===== src/rtl/pdp8l_tty_uart.sv =====
// Serial-line front end for the PDP-8/L teletype interface: polls the interface's
// arm register port, shifts printer characters out on txd and posts rxd characters as keyboard input.
module pdp8l_tty_uart #(
  parameter int CLKDIV = 10417
) (
  input  logic        CLOCK,
  input  logic        RESET,
  input  logic        enable,
  input  logic        rxd,
  output logic        txd,
  output logic        armwrite,
  output logic [1:0]  armwaddr,
  output logic [31:0] armwdata,
  output logic [1:0]  armraddr,
  input  logic [31:0] armrdata,
  output logic        rxoverrun,
  output logic        framerr
);

  localparam logic [15:0] BIT_LAST  = 16'(CLKDIV - 1);
  localparam logic [15:0] HALF_LAST = 16'(CLKDIV / 2 - 1);

  typedef enum logic [2:0] {B_INIT, B_RD2, B_CK2, B_RD1, B_CK1} bus_state_t;
  typedef enum logic [1:0] {R_IDLE, R_START, R_DATA, R_STOP} rx_state_t;

  bus_state_t  bus_state;
  logic        txdonepend;
  logic        tx_busy;
  logic [15:0] tx_cnt;
  logic [3:0]  tx_bitn;
  logic [8:0]  tx_shift;

  logic        rxd_s1, rxd_s2, rx_last;
  rx_state_t   rx_state;
  logic [15:0] rx_cnt;
  logic [2:0]  rx_bitn;
  logic [7:0]  rx_shift;
  logic [7:0]  rxhold;
  logic        rxvalid;

  logic        kb_consume, tx_start, tx_end;
  logic        unused_rdata;

  function automatic logic [31:0] reg1_word(input logic kbflag, input logic en,
                                            input logic [7:0] ch);
    return {kbflag, en, 22'b0, ch};
  endfunction

  always_comb begin
    kb_consume   = (bus_state == B_CK1) && rxvalid && !armrdata[31];
    tx_start     = (bus_state == B_CK2) && !txdonepend && armrdata[30] && !tx_busy;
    tx_end       = tx_busy && (tx_cnt == 16'd0) && (tx_bitn == 4'd9);
    unused_rdata = ^armrdata[29:8];
  end

  always_ff @(posedge CLOCK) begin
    if (RESET) begin
      bus_state  <= B_INIT;
      armwrite   <= 1'b0;
      armwaddr   <= 2'd0;
      armwdata   <= 32'd0;
      armraddr   <= 2'd0;
      txdonepend <= 1'b0;
      tx_busy    <= 1'b0;
      tx_cnt     <= 16'd0;
      tx_bitn    <= 4'd0;
      tx_shift   <= 9'd0;
      txd        <= 1'b1;
      rxd_s1     <= 1'b1;
      rxd_s2     <= 1'b1;
      rx_last    <= 1'b1;
      rx_state   <= R_IDLE;
      rx_cnt     <= 16'd0;
      rx_bitn    <= 3'd0;
      rx_shift   <= 8'd0;
      rxhold     <= 8'd0;
      rxvalid    <= 1'b0;
      rxoverrun  <= 1'b0;
      framerr    <= 1'b0;
    end else begin
      armwrite <= 1'b0;
      case (bus_state)
        B_INIT: begin
          armwrite  <= 1'b1;
          armwaddr  <= 2'd1;
          armwdata  <= reg1_word(1'b0, enable, 8'h00);
          bus_state <= B_RD2;
        end
        B_RD2: begin
          armraddr  <= 2'd2;
          bus_state <= B_CK2;
        end
        B_CK2: begin
          if (txdonepend) begin
            armwrite <= 1'b1;
            armwaddr <= 2'd2;
            armwdata <= 32'h8000_0000;
          end
          bus_state <= B_RD1;
        end
        B_RD1: begin
          armraddr  <= 2'd1;
          bus_state <= B_CK1;
        end
        B_CK1: begin
          if (kb_consume) begin
            armwrite <= 1'b1;
            armwaddr <= 2'd1;
            armwdata <= reg1_word(1'b1, enable, rxhold);
          end
          bus_state <= B_RD2;
        end
        default: bus_state <= B_INIT;
      endcase

      // Transmitter: tx_shift holds the remaining data bits with the stop bit on top
      if (tx_start) begin
        tx_busy  <= 1'b1;
        tx_cnt   <= BIT_LAST;
        tx_bitn  <= 4'd0;
        tx_shift <= {1'b1, armrdata[7:0]};
        txd      <= 1'b0;
      end else if (tx_busy) begin
        if (tx_cnt != 16'd0) begin
          tx_cnt <= tx_cnt - 16'd1;
        end else if (tx_bitn == 4'd9) begin
          tx_busy <= 1'b0;
          txd     <= 1'b1;
        end else begin
          tx_cnt   <= BIT_LAST;
          tx_bitn  <= tx_bitn + 4'd1;
          txd      <= tx_shift[0];
          tx_shift <= {1'b1, tx_shift[8:1]};
        end
      end

      if (tx_end)
        txdonepend <= 1'b1;
      else if (bus_state == B_CK2 && txdonepend)
        txdonepend <= 1'b0;

      // Receiver: consume clears rxvalid first so a byte landing the same cycle still loads
      rxd_s1  <= rxd;
      rxd_s2  <= rxd_s1;
      rx_last <= rxd_s2;
      if (kb_consume)
        rxvalid <= 1'b0;

      case (rx_state)
        R_IDLE: begin
          if (rx_last && !rxd_s2) begin
            rx_state <= R_START;
            rx_cnt   <= HALF_LAST;
          end
        end
        R_START: begin
          if (rx_cnt != 16'd0) begin
            rx_cnt <= rx_cnt - 16'd1;
          end else if (rxd_s2) begin
            rx_state <= R_IDLE;
          end else begin
            rx_state <= R_DATA;
            rx_cnt   <= BIT_LAST;
            rx_bitn  <= 3'd0;
          end
        end
        R_DATA: begin
          if (rx_cnt != 16'd0) begin
            rx_cnt <= rx_cnt - 16'd1;
          end else begin
            rx_shift <= {rxd_s2, rx_shift[7:1]};
            rx_cnt   <= BIT_LAST;
            if (rx_bitn == 3'd7)
              rx_state <= R_STOP;
            else
              rx_bitn <= rx_bitn + 3'd1;
          end
        end
        R_STOP: begin
          if (rx_cnt != 16'd0) begin
            rx_cnt <= rx_cnt - 16'd1;
          end else begin
            rx_state <= R_IDLE;
            if (!rxd_s2) begin
              framerr <= 1'b1;
            end else if (rxvalid && !kb_consume) begin
              rxoverrun <= 1'b1;
            end else begin
              rxhold  <= rx_shift;
              rxvalid <= 1'b1;
            end
          end
        end
        default: rx_state <= R_IDLE;
      endcase
    end
  end

endmodule


===== config.mk =====
export PLATFORM = sky130hd
export DESIGN_NAME = pdp8l_tty_uart
export DESIGN_NICKNAME = d
export VERILOG_FILES = /design/src/rtl/pdp8l_tty_uart.sv
export SDC_FILE = /design/constraint.sdc
export NUM_CORES = 1
export LEC_CHECK = 0
export ABC_AREA = 1
export CAP_MARGIN = 10
export CELL_PAD_IN_SITES_DETAIL_PLACEMENT = 0
export CELL_PAD_IN_SITES_GLOBAL_PLACEMENT = 1
export CORE_ASPECT_RATIO = 1.75
export CORE_MARGIN = 2
export CORE_UTILIZATION = 39
export DETAILED_ROUTE_END_ITERATION = 10
export GPL_ROUTABILITY_DRIVEN = 0
export PLACE_DENSITY = 0.9
export SYNTH_ARGS = -nofsm -noshare
export SYNTH_HDL_FRONTEND = slang
export SYNTH_SLANG_ARGS = --single-unit

===== constraint.sdc =====
create_clock -name CLOCK -period 1.86 [get_ports CLOCK]
set_clock_uncertainty 0.05 [all_clocks]
set_input_delay 0.372 -clock CLOCK [delete_from_list [all_inputs] [get_ports CLOCK]]
set_output_delay 0.372 -clock CLOCK [all_outputs]
set_load 0.01 [all_outputs]

### Word level (Yosys, flattened, before mapping)

Index checks and enable logic that the tools add are counted.

* bits in read-only memories: 0
* register bits: 115
* bits in latches: 0
* memory bits (writable): 0
* memories: 0
* output and inout port bits: 40
* word-level logic and storage cells: 148

* mux-type cells: 52
* multiply operators: 0
* shift operators: 0
* div/mod/pow operators: 0
* reduce and logical (&&, ||, !) cells: 40
* add/subtract/negate cells: 4
* order comparisons: 0
* bitwise gates (word level): 5
* eq/ne operators: 24

Operators with widths (count)
* $mux 16: 7
* $pmux 32 s3: 1
* $mux 32: 2
* $pmux 16 s4: 1
* $mux 9: 4
* $reduce_bool 16->1: 2
* $sub 16x1->16 const B: 2
* $mux 14: 2
* $ne 2x2->1 const B: 12
* $mux 1: 17
* $logic_not 16->1: 1
* $mux 2: 8
* $reduce_and 3->1: 5
* $mux 3: 4
* $pmux 3 s4: 1
* $logic_and 1x1->1: 10
* $reduce_and 5->1: 2
* $pmux 2 s4: 1
* $reduce_and 2->1: 4
* $reduce_and 4->1: 2
* $reduce_bool 2->1: 4
* $eq 3x2->1 const B: 2
* $eq 3x3->1 const B: 2
* $pmux 2 s3: 1
* 18 further kinds: 28

### Logic depth before layout (Yosys ltp)

Gate-level depths: netlist (run 1).

* word-level depth: 9
* mapped depth: 11
* depth with buffers taken out: 11

### Worst setup path before layout (run 1)

No wires, ideal clock.

* kind: register to register
* start: register tx_cnt[0]
* end: register tx_cnt[10]
* library setup time: 117 ps
* arrival: 1475 ps
* slack: 218 ps
* cell stages (with the launch flop): 11
* period minus slack after synthesis: 1642 ps
* buffers on the path: 1
* cells stage by stage: dfxtp_1 > inv_1 > ha_1 > nand2_4 > nor2_4 > nand2_4 > o21ai_4 > buf_6 > nor2_1 > a21oi_2 > nor2_1

* longest elaborated chain between the ends: 3

Ends and longest elaborated chain
* start, declared: line 29 `logic [15:0] tx_cnt;`
* start signal, assigned: line 125 `tx_cnt <= tx_cnt - 16'd1;`
* branches (longest 3 deep; another with $sub 16x1->16)

Several ways; the timed one is not identified.
A chain may end at the register's enable or synchronous reset.

### Final worst setup path (run 1)

* start: register tx_cnt[0]
* end: register tx_cnt[11]

* longest elaborated chain between the ends: 4

Ends and longest elaborated chain
* $sub 16x1->16 or $reduce_bool 16->1 (tied branches): line 125, 124
* $mux 16: line 124 `if (tx_cnt != 16'd0) begin`
* $mux 14: line 123 `end else if (tx_busy) begin`
* $mux 14: line 117 `if (tx_start) begin`

Parallel ways exist; a longest one is shown, timed or not. The select of a mux whose other input is x is not followed.

==> results of run 1 <==
timing repair:
item	4_1_cts	5_1_grt
endpoints found under the hold margin	0	0
gates cloned	0	1
gates resized for setup	1	19
setup buffers	0	3
pin swaps	0	4
hold buffers	0	0
setup endpoints to repair	1	48
synthesized netlist by cell type, types with 2 or more instances:
library cell,n,area share
nand2_1,139,0.11
dfxtp_1,93,0.39
nor2_1,76,0.059
a21oi_1,64,0.066
inv_1,59,0.046
nand3_1,54,0.056
o21ai_0,25,0.026
buf_4,22,0.034
nand3b_1,16,0.025
ha_1,11,0.029
nor2_2,9,0.012
xor2_1,9,0.016
clkbuf_1,8,0.0062
inv_2,8,0.0062
nand4_1,8,0.010
nand2_2,6,0.0078
nor2_4,6,0.014
o21ai_1,6,0.0062
or2_2,6,0.0078
buf_2,5,0.0052
nor3_1,5,0.0052
a21oi_2,4,0.0073
nor3_2,3,0.0062
a211oi_1,2,0.0031
buf_6,2,0.0047
nand2_4,2,0.0047
nand4_2,2,0.0052
o21bai_1,2,0.0031
xnor2_1,2,0.0036
per-layer routing:
metal  vias up  global-route usage  share of wire
li1       2246                   -              -
met5         -                   0              0
met3        31              0.0349          0.030
met1      2046               0.184           0.38
met2        92               0.339           0.54
met4         0              0.0924          0.045
kinds of logic after synthesis:
kind of cell / after synthesis
XOR/XNOR: 11
AO/OA/AOI/OAI: 109
adder cells (fa/ha/maj): 11
AND/OR/NAND/NOR: 338
other: 1
flip-flops: 93
buffers and inverters: 105
sequential cells by signal (all words and copies together) (netlist names), 2 cells and up, named ones only:
| name | count |
|---|---|
| rx_cnt | 16 |
| tx_cnt | 16 |
| armwdata | 10 |
| tx_shift | 9 |
| rx_shift | 8 |
| rxhold | 8 |
| tx_bitn | 4 |
| bus_state | 3 |
| rx_bitn | 3 |
| armraddr | 2 |
| armwaddr | 2 |
power breakdown:
part,leakage [uW],internal (uW),switching (uW)
sequential,0.000755,2100,104
combinational,0.00157,619,980
clock,0.000148,956,873
stage by stage:
stage | utilization | area (um2) | std cells
after CTS | 0.480 | 5760 | 898
after floorplan | - | 4900 | 689
after global placement | 0.455 | 5460 | 882
after detailed placement | 0.455 | 5460 | 882
after global routing | 0.487 | 5850 | 902
final | 0.487 | 5850 | 902
worst register-to-register path: stages, from the launching register on:
cell     delay (ps)
dfxtp_1         330
inv_1           140
ha_4            190
nand2_4          90
nor2_4          140
nand2_4          70
o21ai_4         250
nand2_1         150
inv_1           150
a21oi_1         100
final timing paths:
path                           from  depth (start not counted)                       to  slack [ps]
max          tx_cnt[0]$_SDFFE_PP0P_                          9  tx_cnt[11]$_SDFFE_PP0P_          80
min               rxd_s1$_SDFF_PP1_                          1        rxd_s2$_SDFF_PP1_         370
max reg2reg  tx_cnt[0]$_SDFFE_PP0P_                          9  tx_cnt[11]$_SDFFE_PP0P_          80
min reg2reg       rxd_s1$_SDFF_PP1_                          1        rxd_s2$_SDFF_PP1_         370
cell type report:
class	count	area [um2]	area share
repair inverters	1	7.51	0.00128
repair buffers	68	621	0.106
well taps	165	206	0.0353
inverters	68	264	0.0452
clock buffers	9	225	0.0385
clock inverters	7	71.3	0.0122
multi-input cells	491	2590	0.443
flip-flops and latches	93	1860	0.318
==> reports/metrics.yaml, run 1 <==
sta:
  maxSlewViolCount: 0
  finalCriticalPeriod_ps: 1780
  hold_violations: 0
  rsz0062_at_grt: "yes"
  fmax_ghz: 0.562
  fin_tns_setup_ps: 0
  setup_ws_ps: 79.6
  setup_viol: 0
  fin_hold_ws_ps: 368
  fin_crit_sh: 0.957
logic_synthesis:
  synth.ff_latch_count: 93
  syn_inst: 668
  syn_avg_cell_area_um2: 7.21
  muxShareOfSynthArea: 0
  synth_top_family_by_area: "simple AND/OR/NAND/NOR gates"
  synthSimpleGateAreaFrac: 0.335
  synth.distinct_cells: 43
  synth_ff_type: "dfxtp_1"
  synthArstFlopShare: 0
  netlist_area_mm2: 0.00482
  synth_edf_count: 0
  synth_compound_area_frac: 0.124
  synthXorXnorAreaFrac: 0.0200
  synthAdderAreaFrac: 0.0286
  ys_seq_area_frac: 0.386
  synth_warnings: 0
setup_path:
  worstPathRequired_ps: 2040
  cp_top_family: "simple AND/OR/NAND/NOR gates"
  criticalPathCategory: "register to register"
  path_buf_inv: 2
  cpMaxStageDelayCell: "dfxtp_1"
  cp_max_fo: 6
  critPathLaunchType: "register"
  max_stage_delay_ps: 330
  worstPathArrival_ps: 1960
  path_cells: "inv_1 > ha_4 > nand2_4 > nor2_4 > nand2_4 > o21ai_4 > nand2_1 > inv_1 > a21oi_1"
  cp-end-kind: "register"
clock_tree:
  cts_made_buffers: 9
  clockBufferDepth: 2
  clk_pin_slew_worst_paths_ps: 70
  cts_tree: "built"
  clk_latency_ps: 350
  cts_root_buf: "clkbuf_16"
  htree_levels: 3
  clock_sinks: 93
detailed_routing:
  firstDrtPassIters: 4
  ant_nets: 0
  finalWirelength_um: 11500
  wl_per_cell_um: 12.7
  routed_via_density: 4.89
  drc_errors: 0
  vias: 4415
  drt-initial-drc-count: 141
die:
  dieHeight_um: 151
  die_x_um: 88.0
  rows: 53
  fp.coreArea_mm2: 0.0120
  io_pins: 76
  start_util: 0.401
  die_area_mm2: 0.0133
grt:
  grt_pass1_vias: 4333
  grt_use_total: 0.181
  grt_max_degree: 51
  grt_remaining_overflow: 0
  antenna_found_initial: 0
  grt_pass1_wl_um: 19100
finish:
  layout_commonest_cell: "nand2_1"
  nets: 779
  drive_gt1_frac: 0.160
  final_cell_mix: "nand2_1 (139), dfxtp_1 (93), nor2_1 (74), a21oi_1 (64), inv_1 (57)"
  fillers: 1200
  area_growth_pct: 21.4
  antennaDiodeCount: 0
pwr:
  leakagePower_uw: 0.00248
  power_density_mw_per_mm2: 963
  power.total_uw: 5630
  ir_drop_uv: 643
placed_design:
  dpl_worst_slack_ps: 14.1
  port-buffer-count: 31
  hpwl_um: 8780
hold_path:
  hp-class: "register to register"
run_status:
  outcome: "finished, final reports clean"
job:
  cap_violations: 0
(Power assumes the default switching activity.)
==> run 2, diff against run 1 <==
--- a/config.mk
+++ b/config.mk
@@ -6,7 +6,6 @@
 export NUM_CORES = 1
 export LEC_CHECK = 0
 export ABC_AREA = 1
-export CAP_MARGIN = 10
 export CELL_PAD_IN_SITES_DETAIL_PLACEMENT = 0
 export CELL_PAD_IN_SITES_GLOBAL_PLACEMENT = 1
 export CORE_ASPECT_RATIO = 1.75
@@ -15,6 +14,7 @@
 export DETAILED_ROUTE_END_ITERATION = 10
 export GPL_ROUTABILITY_DRIVEN = 0
 export PLACE_DENSITY = 0.9
+export SLEW_MARGIN = 20
 export SYNTH_ARGS = -nofsm -noshare
 export SYNTH_HDL_FRONTEND = slang
 export SYNTH_SLANG_ARGS = --single-unit
==> results of run 2 <==
No change in the layout: final DEF, timing and power equal those of run 1.
==> run 3, diff against run 2 <==
--- a/config.mk
+++ b/config.mk
@@ -6,6 +6,7 @@
 export NUM_CORES = 1
 export LEC_CHECK = 0
 export ABC_AREA = 1
+export CAP_MARGIN = 10
 export CELL_PAD_IN_SITES_DETAIL_PLACEMENT = 0
 export CELL_PAD_IN_SITES_GLOBAL_PLACEMENT = 1
 export CORE_ASPECT_RATIO = 1.75
@@ -13,6 +14,7 @@
 export CORE_UTILIZATION = 39
 export DETAILED_ROUTE_END_ITERATION = 10
 export GPL_ROUTABILITY_DRIVEN = 0
+export GPL_TIMING_DRIVEN = 0
 export PLACE_DENSITY = 0.9
 export SLEW_MARGIN = 20
 export SYNTH_ARGS = -nofsm -noshare
==> run 3 against run 2 <==
- sequential cell count stayed put
- die area is the same
- clock-buffer cell count did not move
- sequential share of layout area shrank 0.49 points
- non-clock buffer count up 7
- worst hold slack worse by 3.9 ps
- largest cell class unchanged
- final area increased by 1.7%
- first-iteration DRC count is 1.4% higher
- final cell count increased by 0.78%
- clock power about the same
==> reports/metrics.yaml, run 3 (synthesis results as in run 1) <==
run_status:
  outcome: "finished, final reports clean"
hold_path:
  holdPathStages: 1
  hp-class: "register to register"
clock_tree:
  clk_latency_ps: 350
  cts_root_buf: "clkbuf_16"
  cts_tree: "built"
  clock_sinks: 93
  cts_made_buffers: 9
  clockBufferDepth: 2
  cts_hold_buffers: 0
  clk_pin_slew_worst_paths_ps: 70
  htree_levels: 3
sta:
  hold_violations: 0
  finalCriticalPeriod_ps: 1800
  worst_pin_slew_ps: 588
  maxSlewViolCount: 0
  worst_slew_margin_rel: 0.608
  rsz0062_at_grt: "yes"
  fin_tns_setup_ps: 0
  setup_viol: 0
  fmax_ghz: 0.555
  fin_crit_sh: 0.969
  setup_ws_ps: 56.8
finish:
  nets: 786
  antennaDiodeCount: 0
  largestRegisters: "rx_cnt (16), tx_cnt (16), armwdata (10)"
  drive_gt1_frac: 0.183
  area_growth_pct: 23.4
  final_cell_mix: "nand2_1 (137), dfxtp_1 (91), nor2_1 (73), a21oi_1 (62)"
  layout_commonest_cell: "nand2_1"
die:
  dieHeight_um: 151
  start_util: 0.401
  io_pins: 76
  fp.coreArea_mm2: 0.0120
  die_area_mm2: 0.0133
  die_x_um: 88.0
  rows: 53
placed_design:
  dpl_worst_slack_ps: -72.0
  hpwl_um: 9110
  port-buffer-count: 30
pwr:
  leakagePower_uw: 0.00249
  power_density_mw_per_mm2: 958
  power_frac_comb: 0.288
  power_switching_uw: 2030
  internal-power_uw: 3670
  swShare: 0.357
  clkPwrFrac: 0.323
  p_seq_frac: 0.389
  ir_drop_uv: 447
setup_path:
  worstPathArrival_ps: 1980
  criticalPathCategory: "register to register"
  path_depth: 11
  cp_max_fo: 5
  worstPathRequired_ps: 2040
  cpMaxStageDelayCell: "dfxtp_2"
  critPathLaunchType: "register"
  crit_top_cell: "nand2_1"
  max_stage_delay_ps: 360
  r2r_cells: 11
  endpoint: "rx_cnt[15]$_SDFFE_PP0P_"
  cp_top_family: "simple AND/OR/NAND/NOR gates"
  cp-end-kind: "register"
  rr_endpoint: "rx_cnt[15]$_SDFFE_PP0P_"
  path_cells: "inv_2 > ha_2 > inv_1 > o21ai_2 > nand4_4 > nand2_4 > clkinvlp_4 > nand2_1 > nand2_1 > nand2_1 > nor2_1"
  path_buf_inv: 3
  ff2ff_setup_slack_ps: 60
detailed_routing:
  ant_nets: 0
  drc_errors: 0
  drt-initial-drc-count: 143
  finalWirelength_um: 12000
  routed_via_density: 4.90
  wl_per_cell_um: 13.2
  vias: 4454
  firstDrtPassIters: 4
grt:
  grt_remaining_overflow: 0
  grt_pass1_vias: 4122
  antenna_found_initial: 0
  grt_use_total: 0.182
  grt_max_degree: 20
  grt_pass1_wl_um: 19000
job:
  cap_violations: 0
run 3: cell count changes in the layout (fill, tap and decap cells not counted), moves of 3 or more:
cell,change
buf_12,-3
inv_2,+4
buf_4,-4
o21ai_2,+4
clkbuf_1,+7
buf_6,+3
inv_1,-5
buf_2,+3
o21ai_0,-3
run 3: routing by layer:
layer / global-route usage / routed length (um) / vias to the layer above
li1: - / - / 2280
met1: 0.183 / 4520 / 2041
met2: 0.352 / 6630 / 102
met3: 0.0322 / 450 / 31
met4: 0.0795 / 417 / 0
met5: 0 / 0 / -
run 3: worst min path at each step:
stage,from,endpoint,slack (ps)
after floorplan,rxd_s1$_SDFF_PP1_,rxd_s2$_SDFF_PP1_,340
after global routing,rxd_s1$_SDFF_PP1_,rxd_s2$_SDFF_PP1_,390
after CTS,rxd_s1$_SDFF_PP1_,rxd_s2$_SDFF_PP1_,360
after detailed placement,rxd_s1$_SDFF_PP1_,rxd_s2$_SDFF_PP1_,350
after global placement,rxd_s1$_SDFF_PP1_,rxd_s2$_SDFF_PP1_,350
final,rxd_s1$_SDFF_PP1_,rxd_s2$_SDFF_PP1_,360
run 3: stage by stage:
step / hold slack (ps) / std cells / instance area, um2 / total power (uW) / util
finish: 365 / 909 / 5940 / 5700 / 0.495
global route: 385 / 909 / 5940 / 6020 / 0.495
CTS: 364 / 905 / 5760 / 5580 / 0.480
detailed placement: 347 / 884 / 5400 / 3690 / 0.450
global placement: 346 / 884 / 5400 / 3650 / 0.450
floorplan: 339 / 689 / 4900 / 3340 / -
run 3: power by group through the flow:
stage               Sequential, uW  Combinational [uW]  Clock [uW]
floorplan                     2230                1110           0
global placement              2240                1400           0
detailed placement            2250                1440           0
CTS                           2200                1480        1890
global route                  2230                1820        1970
finish                        2220                1640        1840
run 3: what timing repair did:
item,in CTS,in global routing
gates cloned,1,1
buffers inserted,4,3
resized for setup,5,51
pin swaps,3,5
endpoints found under the hold margin,0,0
setup endpoints to repair,26,54
run 3: layout make-up:
cell class              instances  area [um2]
fillers                      1168        6060
multi-input cells             491        2680
flip-flops and latches         93        1860
repair buffers                 38         364
inverters                      68         267
plain buffers                  37         246
clock buffers                   9         225
well taps                     165         206
clock inverters                 7        80.1
repair inverters                1        7.51
run 3: worst reg2reg max path, stage by stage (launching register included):
cell and delay (ps):
dfxtp_2 360, inv_2 80, ha_2 180, inv_1 100, o21ai_2 200, nand4_4 140, nand2_4 140, clkinvlp_4 180
nand2_1 100, nand2_1 50, nand2_1 60, nor2_1 50
==> RTL change (settings of run 1) <==
Add an input register stage for `enable`, `rxd` and `armrdata`; this delays them by one clock.
--- a/src/rtl/pdp8l_tty_uart.sv
+++ b/src/rtl/pdp8l_tty_uart.sv
@@ -23,6 +23,16 @@
   typedef enum logic [2:0] {B_INIT, B_RD2, B_CK2, B_RD1, B_CK1} bus_state_t;
   typedef enum logic [1:0] {R_IDLE, R_START, R_DATA, R_STOP} rx_state_t;
 
+  logic enable_q;
+  logic rxd_q;
+  logic [31:0] armrdata_q;
+
+  always_ff @(posedge CLOCK) begin
+    enable_q   <= enable;
+    rxd_q      <= rxd;
+    armrdata_q <= armrdata;
+  end
+
   bus_state_t  bus_state;
   logic        txdonepend;
   logic        tx_busy;
@@ -47,10 +57,10 @@
   endfunction
 
   always_comb begin
-    kb_consume   = (bus_state == B_CK1) && rxvalid && !armrdata[31];
-    tx_start     = (bus_state == B_CK2) && !txdonepend && armrdata[30] && !tx_busy;
+    kb_consume   = (bus_state == B_CK1) && rxvalid && !armrdata_q[31];
+    tx_start     = (bus_state == B_CK2) && !txdonepend && armrdata_q[30] && !tx_busy;
     tx_end       = tx_busy && (tx_cnt == 16'd0) && (tx_bitn == 4'd9);
-    unused_rdata = ^armrdata[29:8];
+    unused_rdata = ^armrdata_q[29:8];
   end
 
   always_ff @(posedge CLOCK) begin
@@ -83,7 +93,7 @@
         B_INIT: begin
           armwrite  <= 1'b1;
           armwaddr  <= 2'd1;
-          armwdata  <= reg1_word(1'b0, enable, 8'h00);
+          armwdata  <= reg1_word(1'b0, enable_q, 8'h00);
           bus_state <= B_RD2;
         end
         B_RD2: begin
@@ -106,7 +116,7 @@
           if (kb_consume) begin
             armwrite <= 1'b1;
             armwaddr <= 2'd1;
-            armwdata <= reg1_word(1'b1, enable, rxhold);
+            armwdata <= reg1_word(1'b1, enable_q, rxhold);
           end
           bus_state <= B_RD2;
         end
@@ -118,7 +128,7 @@
         tx_busy  <= 1'b1;
         tx_cnt   <= BIT_LAST;
         tx_bitn  <= 4'd0;
-        tx_shift <= {1'b1, armrdata[7:0]};
+        tx_shift <= {1'b1, armrdata_q[7:0]};
         txd      <= 1'b0;
       end else if (tx_busy) begin
         if (tx_cnt != 16'd0) begin
@@ -140,7 +150,7 @@
         txdonepend <= 1'b0;
 
       // Receiver: consume clears rxvalid first so a byte landing the same cycle still loads
-      rxd_s1  <= rxd;
+      rxd_s1  <= rxd_q;
       rxd_s2  <= rxd_s1;
       rx_last <= rxd_s2;
       if (kb_consume)
Function: changed (a bounded check fails within 4 cycles, from zero or initial values and one cycle with RESET high).
==> RTL change against run 1 <==
- die area grew 3.4%
- synthesized cell count grew 4.3%
- via count grew 1.2%
- setup slack gained 0.020 ns
- largest cell class unchanged
- critical path type unchanged
- sequential cell count grew 12
- global-route usage shrank 0.80 points
- sequential power grew 20%
- total power grew 36%
- routed wire length shrank 1.2%
- synthesized area grew 3.5%
- cell count grew 3.4%
- final area grew 2.4%
==> RTL change: results (changes against run 1) <==
worst-skew pair later-pin latency: 0.35 ns (about the same)
worst min-delay path category: reg2reg
initial antenna violation count: 0 (unchanged)
Pleak: 0.00269 µW (+8.8%)
cell count after placement: 913 (+3.5%)
Worst Reg2Reg Path Length in Cells: 7 (-2)
Synth async-reset ratio: 0% (unchanged)
hold wc startpoint: rxd_s1
largest cells by area after synthesis: dfxtp_1, nand2_1, nor2_1, inv_1, a21oi_1
pre-CTS setup slack: 0.00355 ns (-0.0106 ns)
Crit. Startpoint: rx_state[0]
arrival time worst endpoint: 1.95 ns
Worst VDD drop: 0.563 mV (-12%)
Hold WS: 0.370 ns (+0.00190 ns)
clock tree root driver cell: clkbuf_16
global-route wire length before repair: 18.8 mm (-1.8%)
Crit Path Class: reg2reg
cell count of the worst hold path: 1 (unchanged)
Routed WL: 11.4 mm (-1.2%)
number of global-route vias before repair: 4357 (+0.55%)
DRT iter0 DRCs: 120 (-15%)
Primary FF master, synth: dfxtp_1
port buffer count: 31 (unchanged)
top flop regs: rx_cnt (16), tx_cnt (16)
yosys warns: 0 (unchanged)
CTS Buffer Depth: 2 (unchanged)
placed cell areas: 0.00560 mm² (+2.6%)
GRT Total Usage: 17.3% (-0.80 points)
DR pass1 iterations: 4 (unchanged)
R2R setup slack: 0.1 ns (+0.02 ns)
total number of vias: 4469 (+1.2%)
Detail Route Antenna Nets: 0 (unchanged)
Worst-path clk slew: 0.07 ns (about the same)
count of different cell masters after synthesis: 37 (-14%)
H-tree depth: 3 (unchanged)
worst-path maximum fanout: 6 (unchanged)
ANT cells: 0 (unchanged)
cell count after synthesis: 697 (+4.3%)
status: finished clean
layout cells sized above 1: 13.7% (-2.3 points)
vias per cell: 4.79 (-2.1%)
CTS Buf Count: 9 (unchanged)
Worst Hold End: rxd_s2
Final nets: 807 (+3.6%)
HPWL Detailed: 8.43 mm (-4.0%)
largest net degree at the start of global routing: 38 (-25%)
worst flop-to-flop path endpoint: rx_cnt[4]
Synth top cells by count: nand2_1, dfxtp_1, nor2_1, inv_1, a21oi_1
sequential area share after synthesis: 42.1% (+3.5 points)
==> RTL change: metal layers <==
layer | track usage (%) | share of wire, % | vias up
met3 | 2.84 | 2.5 | 24
li1 | - | - | 2304
met4 | 9.17 | 3.4 | 0
met1 | 16.9 | 39 | 2059
met2 | 32.7 | 56 | 82
met5 | 0 | 0 | -
==> RTL change: final cells by class <==
class                      instances  area [µm²]
sequential                       105        2100
fill                            1229        6510
clock buffer                      10         239
multi-input combinational        499        2490
timing repair buffer              68         601
clock inverter                     6        56.3
inverter                          77         294
tap                              168         210
==> RTL change: worst max-delay path, cell delays in order (launching register included) <==
cell and delay (ns):
dfxtp_1 0.40, inv_1 0.13, ha_1 0.40, or2_2 0.38, nand2_1 0.08, nand2_1 0.05, nor2_1 0.13, a211oi_2 0.04
==> RTL change: worst max-delay path by stage <==
| stage | to | depth (start not counted) | slack [ns] |
|---|---|---|---|
| after global routing | rx_bitn[2] | 10 | -0.04 |
| after floorplan | tx_cnt[9] | 12 | 0.17 |
| after detailed placement | tx_shift[1] | 12 | 0.004 |
| after CTS | tx_shift[1] | 12 | 0.02 |
| final | rx_cnt[4] | 7 | 0.1 |
| after global placement | tx_shift[5] | 12 | 0.05 |
==> RTL change: what timing repair did <==
action / 4_1_cts / 5_1_grt
hold buffers: 0 / 0
gates resized for setup: 5 / 13
endpoints found under the setup margin: 9 / 44
pin swaps: 2 / 6
setup buffers: 0 / 4
==> RTL change: kinds of logic after synthesis <==
kind of cell             synth area share (%)
AO/OA/AOI/OAI                            11.5
XOR/XNOR                                 1.76
adder cells (fa/ha/maj)                  2.76
buffers and inverters                    10.8
flip-flops                               42.1
other                                  0.0752
AND/OR/NAND/NOR                          31.0
==> RTL change: power by group <==
part	internal [µW]	switching [µW]
Clock	974	896
Combinational	1200	1940
Sequential	2460	185
